## src/rtl/decoder_scan.sv

```systemverilog
// Registered binary-to-one-hot decoder with an auto-scan sequencer.
// Each scan position is held for dwell+1 cycles; wrap pulses when the index rolls over.
module decoder_scan #(
  parameter int SEL_W   = 2,
  parameter int DWELL_W = 4
) (
  input  logic                  clk,
  input  logic                  rst,
  input  logic                  en,
  input  logic [1:0]            mode,
  input  logic [SEL_W-1:0]      sel_in,
  input  logic                  load,
  input  logic [DWELL_W-1:0]    dwell,
  output logic [(2**SEL_W)-1:0] y,
  output logic [SEL_W-1:0]      sel_out,
  output logic                  wrap
);

  localparam int OUT_W = 2**SEL_W;

  typedef enum logic [1:0] {
    M_DIRECT    = 2'b00,
    M_SCAN_UP   = 2'b01,
    M_SCAN_DOWN = 2'b10,
    M_HOLD      = 2'b11
  } mode_e;

  function automatic logic [OUT_W-1:0] onehot(input logic [SEL_W-1:0] s);
    logic [OUT_W-1:0] r;
    r    = '0;
    r[s] = 1'b1;
    return r;
  endfunction

  logic [DWELL_W-1:0] cnt_p1;
  logic [SEL_W-1:0]   idx_p0;
  logic [DWELL_W-1:0] cnt_p0;
  logic               wrap_p0;
  mode_e              mode_q;

  assign mode_q = mode_e'(mode);

  // Stage 0: next scan index / dwell count; sel_out doubles as the index register
  always_comb begin
    idx_p0  = sel_out;
    cnt_p0  = cnt_p1 + DWELL_W'(1);
    wrap_p0 = 1'b0;
    if (load) begin
      idx_p0 = sel_in;
      cnt_p0 = '0;
    end else if (cnt_p1 == dwell) begin
      cnt_p0 = '0;
      if (mode_q == M_SCAN_DOWN) begin
        idx_p0  = sel_out - SEL_W'(1);
        wrap_p0 = (sel_out == '0);
      end else begin
        idx_p0  = sel_out + SEL_W'(1);
        wrap_p0 = (sel_out == SEL_W'(OUT_W - 1));
      end
    end
  end

  // Stage 1: registered outputs
  always_ff @(posedge clk) begin
    if (rst) begin
      y       <= '0;
      sel_out <= '0;
      wrap    <= 1'b0;
      cnt_p1  <= '0;
    end else if (!en) begin
      y    <= '0;
      wrap <= 1'b0;
    end else begin
      case (mode_q)
        M_DIRECT: begin
          sel_out <= sel_in;
          y       <= onehot(sel_in);
          cnt_p1  <= '0;
          wrap    <= 1'b0;
        end
        M_SCAN_UP, M_SCAN_DOWN: begin
          sel_out <= idx_p0;
          y       <= onehot(idx_p0);
          cnt_p1  <= cnt_p0;
          wrap    <= wrap_p0;
        end
        default: begin
          // Re-derive y so an enable returning during HOLD restores the strobe
          y    <= onehot(sel_out);
          wrap <= 1'b0;
        end
      endcase
    end
  end

endmodule

```

## config.mk

```make
export PLATFORM = sky130hd
export DESIGN_NAME = decoder_scan
export DESIGN_NICKNAME = d
export VERILOG_FILES = /design/src/rtl/decoder_scan.sv
export SDC_FILE = /design/constraint.sdc
export NUM_CORES = 1
export LEC_CHECK = 0
export ABC_AREA = 1
export ABC_CLOCK_PERIOD_IN_PS = 1350
export CAP_MARGIN = 40
export CORE_UTILIZATION = 39
export CTS_BUF_LIST = sky130_fd_sc_hd__clkbuf_8
export CTS_CLUSTER_SIZE = 28
export DETAILED_ROUTE_END_ITERATION = 10
export GPL_TIMING_DRIVEN = 0
export MAX_ROUTING_LAYER = met4
export PLACE_DENSITY = 0.72
export SLEW_MARGIN = 25
export SYNTH_ARGS = -nofsm -noshare
export SYNTH_HDL_FRONTEND = slang
export SYNTH_SLANG_ARGS = --single-unit
```

## constraint.sdc

```tcl
create_clock -name clk -period 1.35 [get_ports clk]
set_clock_uncertainty 0.1 [all_clocks]
set_input_delay 0.2025 -clock clk [delete_from_list [all_inputs] [get_ports clk]]
set_output_delay 0.2025 -clock clk [all_outputs]
set_load 0.02 [all_outputs]
```

# Yosys cells after proc, flatten, opt, wreduce, memory -nomap -nowiden
# Cells that the tools add are included.
[totals] ff_bits=11 latchBits=0 ram_bits=0 rom_bits=0 in_bits=12 out_inout_bits=7 elab_cells=45 memories=0
[classes] add_sub_neg=3 n_mul=0 div=0 order_cmp=6 n_eq_ne=4 shifts=0 n_mux=15 bitwise=3 reduce_logical=10
[ops] cell="$pmux 4 s2" n=2
[ops] cell="$lt 2x3->1 const B" n=3
[ops] cell="$mux 4" n=2
[ops] cell="$demux 1 s2" n=3
[ops] cell="$ge 2x1->1 const B" n=3
[ops] cell="$mux 2" n=3
[ops] cell="$reduce_or 5->1" n=1
[ops] cell="$add 4x1->4 const B" n=1
[ops] cell="$eq 2x2->1 const B" n=2
[ops] cell="$eq 4x4->1" n=1
[ops] cell="$logic_not 2->1" n=2
[ops] cell="$mux 1" n=4
[ops] cell="$pmux 2 s2" n=1
[ops] cell="$reduce_or 2->1" n=2
[ops] cell="$logic_and 1x1->1" n=3
[ops] cell="$not 1->1" n=3
[ops] cell="$add 2x1->2 const B" n=1
[ops] cell="$eq 2x1->1 const B" n=1
[ops] cell="$reduce_and 2->1" n=1
[ops] cell="$reduce_bool 2->1" n=1
[ops] cell="$sub 2x1->2 const B" n=1

# Longest topological paths before layout
# Gate-level depths: netlist (run 1).
[logic_depth] depth_word=9 ltp_mapped=14 mapped_depth_nobuf=14

# Least setup slack after synthesis (run 1)
# OpenSTA, ideal clock, no wires.
[synth_timing] path_type="register to register" startpoint="register sel_out[1]" endpoint="register y[2]" setup_time_ns=0.070 arrival_ns=1.280 required_time_ns=1.180 path_slack_ns=-0.100 stages_incl_launch_ff=13 n_path_buf=0 path_cell_list="dfxtp_1 > inv_2 > nand2_2 > nand2_1 > nand2_1 > nand2_1 > nand3_1 > nand3_1 > nand2_2 > nand3_1 > nand2_1 > nand2_1 > a21oi_1"
[synth_via] elab_chain_len=9 elab_cells_between_ends=16
[synth_lines] item="from (decl)" line_no="15" source="output logic [SEL_W-1:0] sel_out,"
[synth_lines] item="from (signal assigned)" line_no="76" source="sel_out <= sel_in;"
[synth_lines] item="from (signal assigned)" line_no="82" source="sel_out <= idx_p0;"
[synth_lines] item="$add 2x1->2 / $sub 2x1->2 (equally long branches)" line_no="57, 54"
[synth_lines] item="$mux 2" line_no="53" source="if (mode_q == M_SCAN_DOWN) begin"
[synth_lines] item="$mux 2" line_no="51" source="end else if (cnt_p1 == dwell) begin"
[synth_lines] item="$mux 2" line_no="48" source="if (load) begin"
[synth_lines] item="$lt 2x3->1 (implied by the code) / $ge 2x1->1 (equally long branches)" line_no="31" source="r[s] = 1'b1;"
[synth_lines] item="$logic_and 1x1->1 (implied by the code)" line_no="31"
[synth_lines] item="$mux 1 (implied by the code)" line_no="31"
[synth_lines] item="$demux 1 s2" line_no="31"
[synth_lines] item="$pmux 4 s2 *" line_no="74" source="case (mode_q)"
[synth_lines] item="to (signal assigned)" line_no="77" source="y <= onehot(sel_in);"
[synth_lines] item="to (signal assigned)" line_no="83" source="y <= onehot(idx_p0);"
[synth_lines] item="to (signal assigned)" line_no="89" source="y <= onehot(sel_out);"
[synth_lines] item="to (decl)" line_no="14" source="output logic [(2**SEL_W)-1:0] y,"
# Every way passes the cells marked *; elsewhere a longest branch is shown, timed or not.
# A chain may end at the register's enable or synchronous reset.

# Worst setup path in the final report (run 1)
[layout_timing] startpoint="input port mode[1]" endpoint="register cnt_p1[3]"
[layout_via] elab_chain_len=4 elab_cells_between_ends=7
[layout_lines] item="from (decl)" line_no="10" source="input logic [1:0] mode,"
[layout_lines] item="$eq 2x2->1 / $eq 2x1->1 (equally long branches)" line_no="74"
[layout_lines] item="$reduce_or 2->1" line_no="74"
[layout_lines] item="$reduce_bool 2->1 (no source line)"
[layout_lines] item="$reduce_and 2->1 (no source line)"
[layout_lines] item="to (signal assigned)" line_no="84" source="cnt_p1 <= cnt_p0;"
[layout_lines] item="to (decl)" line_no="35" source="logic [DWELL_W-1:0] cnt_p1;"
# Several ways; a longest one is shown, not always the timed one.

==> results of run 1 <==
-- critical path: cells and delay by family --
kind | cells | cell delay, ns
and+or+nand+nor | 2 | 0.53
AOI/OAI and AO/OA | 2 | 0.42
buffers and inverters | 2 | 0.34
adders and majority gates | 1 | 0.24
-- path summary, 6_finish.rpt --
path	end	slack [ns]	cells after the start
min	y[3]$_SDFF_PP0_	0.29	5
max reg2reg	cnt_p1[3]$_SDFFE_PP0P_	-0.34	6
max	cnt_p1[3]$_SDFFE_PP0P_	-0.36	7
min reg2reg	sel_out[1]$_SDFFE_PP0P_	0.45	2
-- kinds of logic after synthesis --
family | Yosys count
simple gates | 76
flops | 11
fa+ha+maj | 4
buf+inv | 22
compound gates | 19
-- repair_timing --
item,CTS,global route
endpoints found under the setup margin,18,11
pin swaps,13,17
gates resized for setup,32,33
buffers inserted,9,7
gates cloned,0,0
-- final cells by class --
type,instances,area (um2)
Tap cell,27,33.8
Clock buffer,3,41.3
Clock inverter,1,3.75
Timing Repair Buffer,34,294
Buffer,1,7.51
Sequential cell,11,233
Multi-Input combinational cell,99,703
Inverter,21,87.6
Fill cell,159,598
-- layer usage --
metal,GRT usage [%],vias to the layer above,routed length [um]
met3,3.12,12,159
met2,37.5,52,1560
met1,23.7,480,1170
li1,-,508,-
met4,7.35,0,127
met5,-,-,0
-- cell usage in the layout (no fill, tap or decap), drive strengths merged, types with 2 or more instances in the layout --
master,netlist,routed
o21bai,2,2
a211oi,3,3
dlygate4sd2,0,11
o21ai,3,3
clkdlybuf4s50,0,4
nor2,6,6
nand2,45,45
clkbuf,0,5
dfxtp,11,11
a21oi,9,9
a31oi,2,2
buf,1,17
inv,21,21
nand3,23,23
ha,4,4
-- where the power goes --
part           internal [mW]  switching [mW]
logic                  0.140           0.206
registers              0.335          0.0107
clock network          0.200           0.130
total                  0.675           0.346
-- synth_stat cells, types with 2 or more instances --
library cell / n / area (um2)
a211oi_1: 3 / 22.5
a21oi_1: 9 / 45.0
a31oi_1: 2 / 12.5
dfxtp_1: 11 / 220
ha_1: 4 / 50.1
inv_1: 16 / 60.1
inv_2: 5 / 18.8
nand2_1: 35 / 131
nand2_2: 8 / 50.1
nand2_4: 2 / 22.5
nand3_1: 23 / 115
nor2_1: 3 / 11.3
nor2_8: 2 / 40.0
o21ai_1: 2 / 10.0
o21bai_1: 2 / 15.0
-- sequential cells by signal, summed over array words and instances (netlist names) --
signal	count
cnt_p1	4
sel_out	2
wrap	1
y	4
-- per-stage QoR --
stage          setup TNS, ns  area [um2]  hold slack (ns)  utilization [%]  cells
2_1_floorplan              0         867            0.164                -    132
3_5_place_dp           -6.66        1080            0.385             54.0    177
4_1_cts               -0.902        1240            0.408             61.8    190
6_report               -1.48        1400            0.292             70.1    197
5_1_grt                -2.22        1400            0.331             70.1    197
3_3_place_gp           -6.29        1080            0.382             54.0    177
==> key figures, run 1 <==
Timing
  – Final Hold Viols: 0
  – Worst Setup Slack, final: -0.358 ns
  – Final setup viols: 9
  – Worst Max-Slew Pin Slew: between 0.4 and 0.5 ns
  – RSZ-0062 raised after global routing: yes
  – Part of the cycle the worst path needs: 127%
  – Fin. max-slew vios: 0
  – Rel. slew slack: about 70%
  – FMAX: 0.585 GHz
  – Crit path time final: roughly 1.7 ns

Setup path
  – CP Class: input pin to flip-flop
  – Critical-path maximum fanout: 7
  – Slowest CP cell: nor4_2
  – Worst R2R Start: cnt_p1[2]$_SDFFE_PP0P_
  – WP data arrival: 1.73 ns
  – CP startpoint kind: input pin
  – Crit path launch: mode[1]
  – Crit-path cells: clkbuf_2, ha_2, nor2_4, clkinvlp_4, nor4_2, o21bai_1, a211oi_1
  – Req. time, crit path: approximately 1.4 ns
  – Endpoint class of the critical path: flip-flop
  – CP peak stage delay: between 0.3 and 0.4 ns

Routing
  – WL per Instance: roughly 15 um
  – Remaining antenna violation count: 0
  – Via count: between 1000 and 1500
  – Via density: between 5 and 6
  – Residual DRC count: 0
  – Final WL: between 3000 and 4000 um
  – Initial DRC Count: 29
  – 1st-pass router iterations: 4

Logic synthesis
  – Synthesized flop and latch total: 11
  – Post-Synthesis Cell Area: 853 um2
  – Post-synth top flop: dfxtp_1
  – Complex-gate fraction of the synthesized area: about an eighth
  – Seq/Total Area, Yosys: 25.8%
  – Post-Synth Simple-Gate Area: a little under half
  – Synth unique cells: 20
  – FFs w/ async S/R, synth: 0%
  – Largest family of logic cells by synthesized area: simple AND/OR/NAND/NOR gates
  – Post-synth EDFFs: 0
  – Syn nets: 148
  – Synth Area in Adders: slightly below 6%
  – Syn Area/Cell: 6.46 um2
  – Post-synthesis mux area share: 0%
  – Post-Syn Instances: 132
  – Synth Area in XOR/XNOR: 0%
  – YS warnings: 0

Global route
  – Initial antenna violation count: 0
  – GRT Total Usage: 21.0%
  – Grt total ovfl: 0
  – Vias in the first global route: 893
  – Largest net degree at the start of global routing: 9
  – First-pass GRT wire length: ~3800 um

Die
  – Initial Utilization: about 43%
  – Core Area: 2000 um2
  – Row cnt: 16
  – Die X: 48.8 um
  – IO Count: 19
  – Die Area: 2380 um2
  – Chip Height: 48.8 um

Clock tree
  – Clk_lat worst skew: approximately 0.23 ns
  – Max Buffers Root-to-Sink: 2
  – Root Buffer: clkbuf_8
  – H-Tree Depth: 1
  – Clock-pin slew on the worst setup and hold paths: 0.06 ns
  – Clk sinks: 11
  – CTS tree: built
  – TritonCTS Buffers: 3
  – Cts hold-fix bufs: 0

Cells and area
  – Layout cells sized above 1: 43.5%
  – Inserted Diodes: 0
  – P&R area growth vs syn: 64.5%
  – Number of nets in the layout: about 190

Min path
  – Hold Path Origin: en
  – Min-delay worst type: input pin to flip-flop

Power
  – Tot Pwr: just over 1 mW
  – P_leak: roughly 0.66 nW
  – Peak supply drop: around 0.53 mV
  – PD cells: ~730 nW/um2

Place
  – RD Place Congestion: ~0.9
  – Dpl ws: -0.723 ns
  – DP HPWL: ~1500 um
  – # port buffers: 18

Flow run
  – Max-cap viol count: 0

Status
  – Failing checks: setup timing
  – Status: finished with violations
Power figures use the tool's default switching activity.
==> run 2: changes to the inputs <==
SLEW_MARGIN = 20   (was 25)
==> results of run 2 <==
No change in the layout: final DEF, timing and power equal those of run 1.
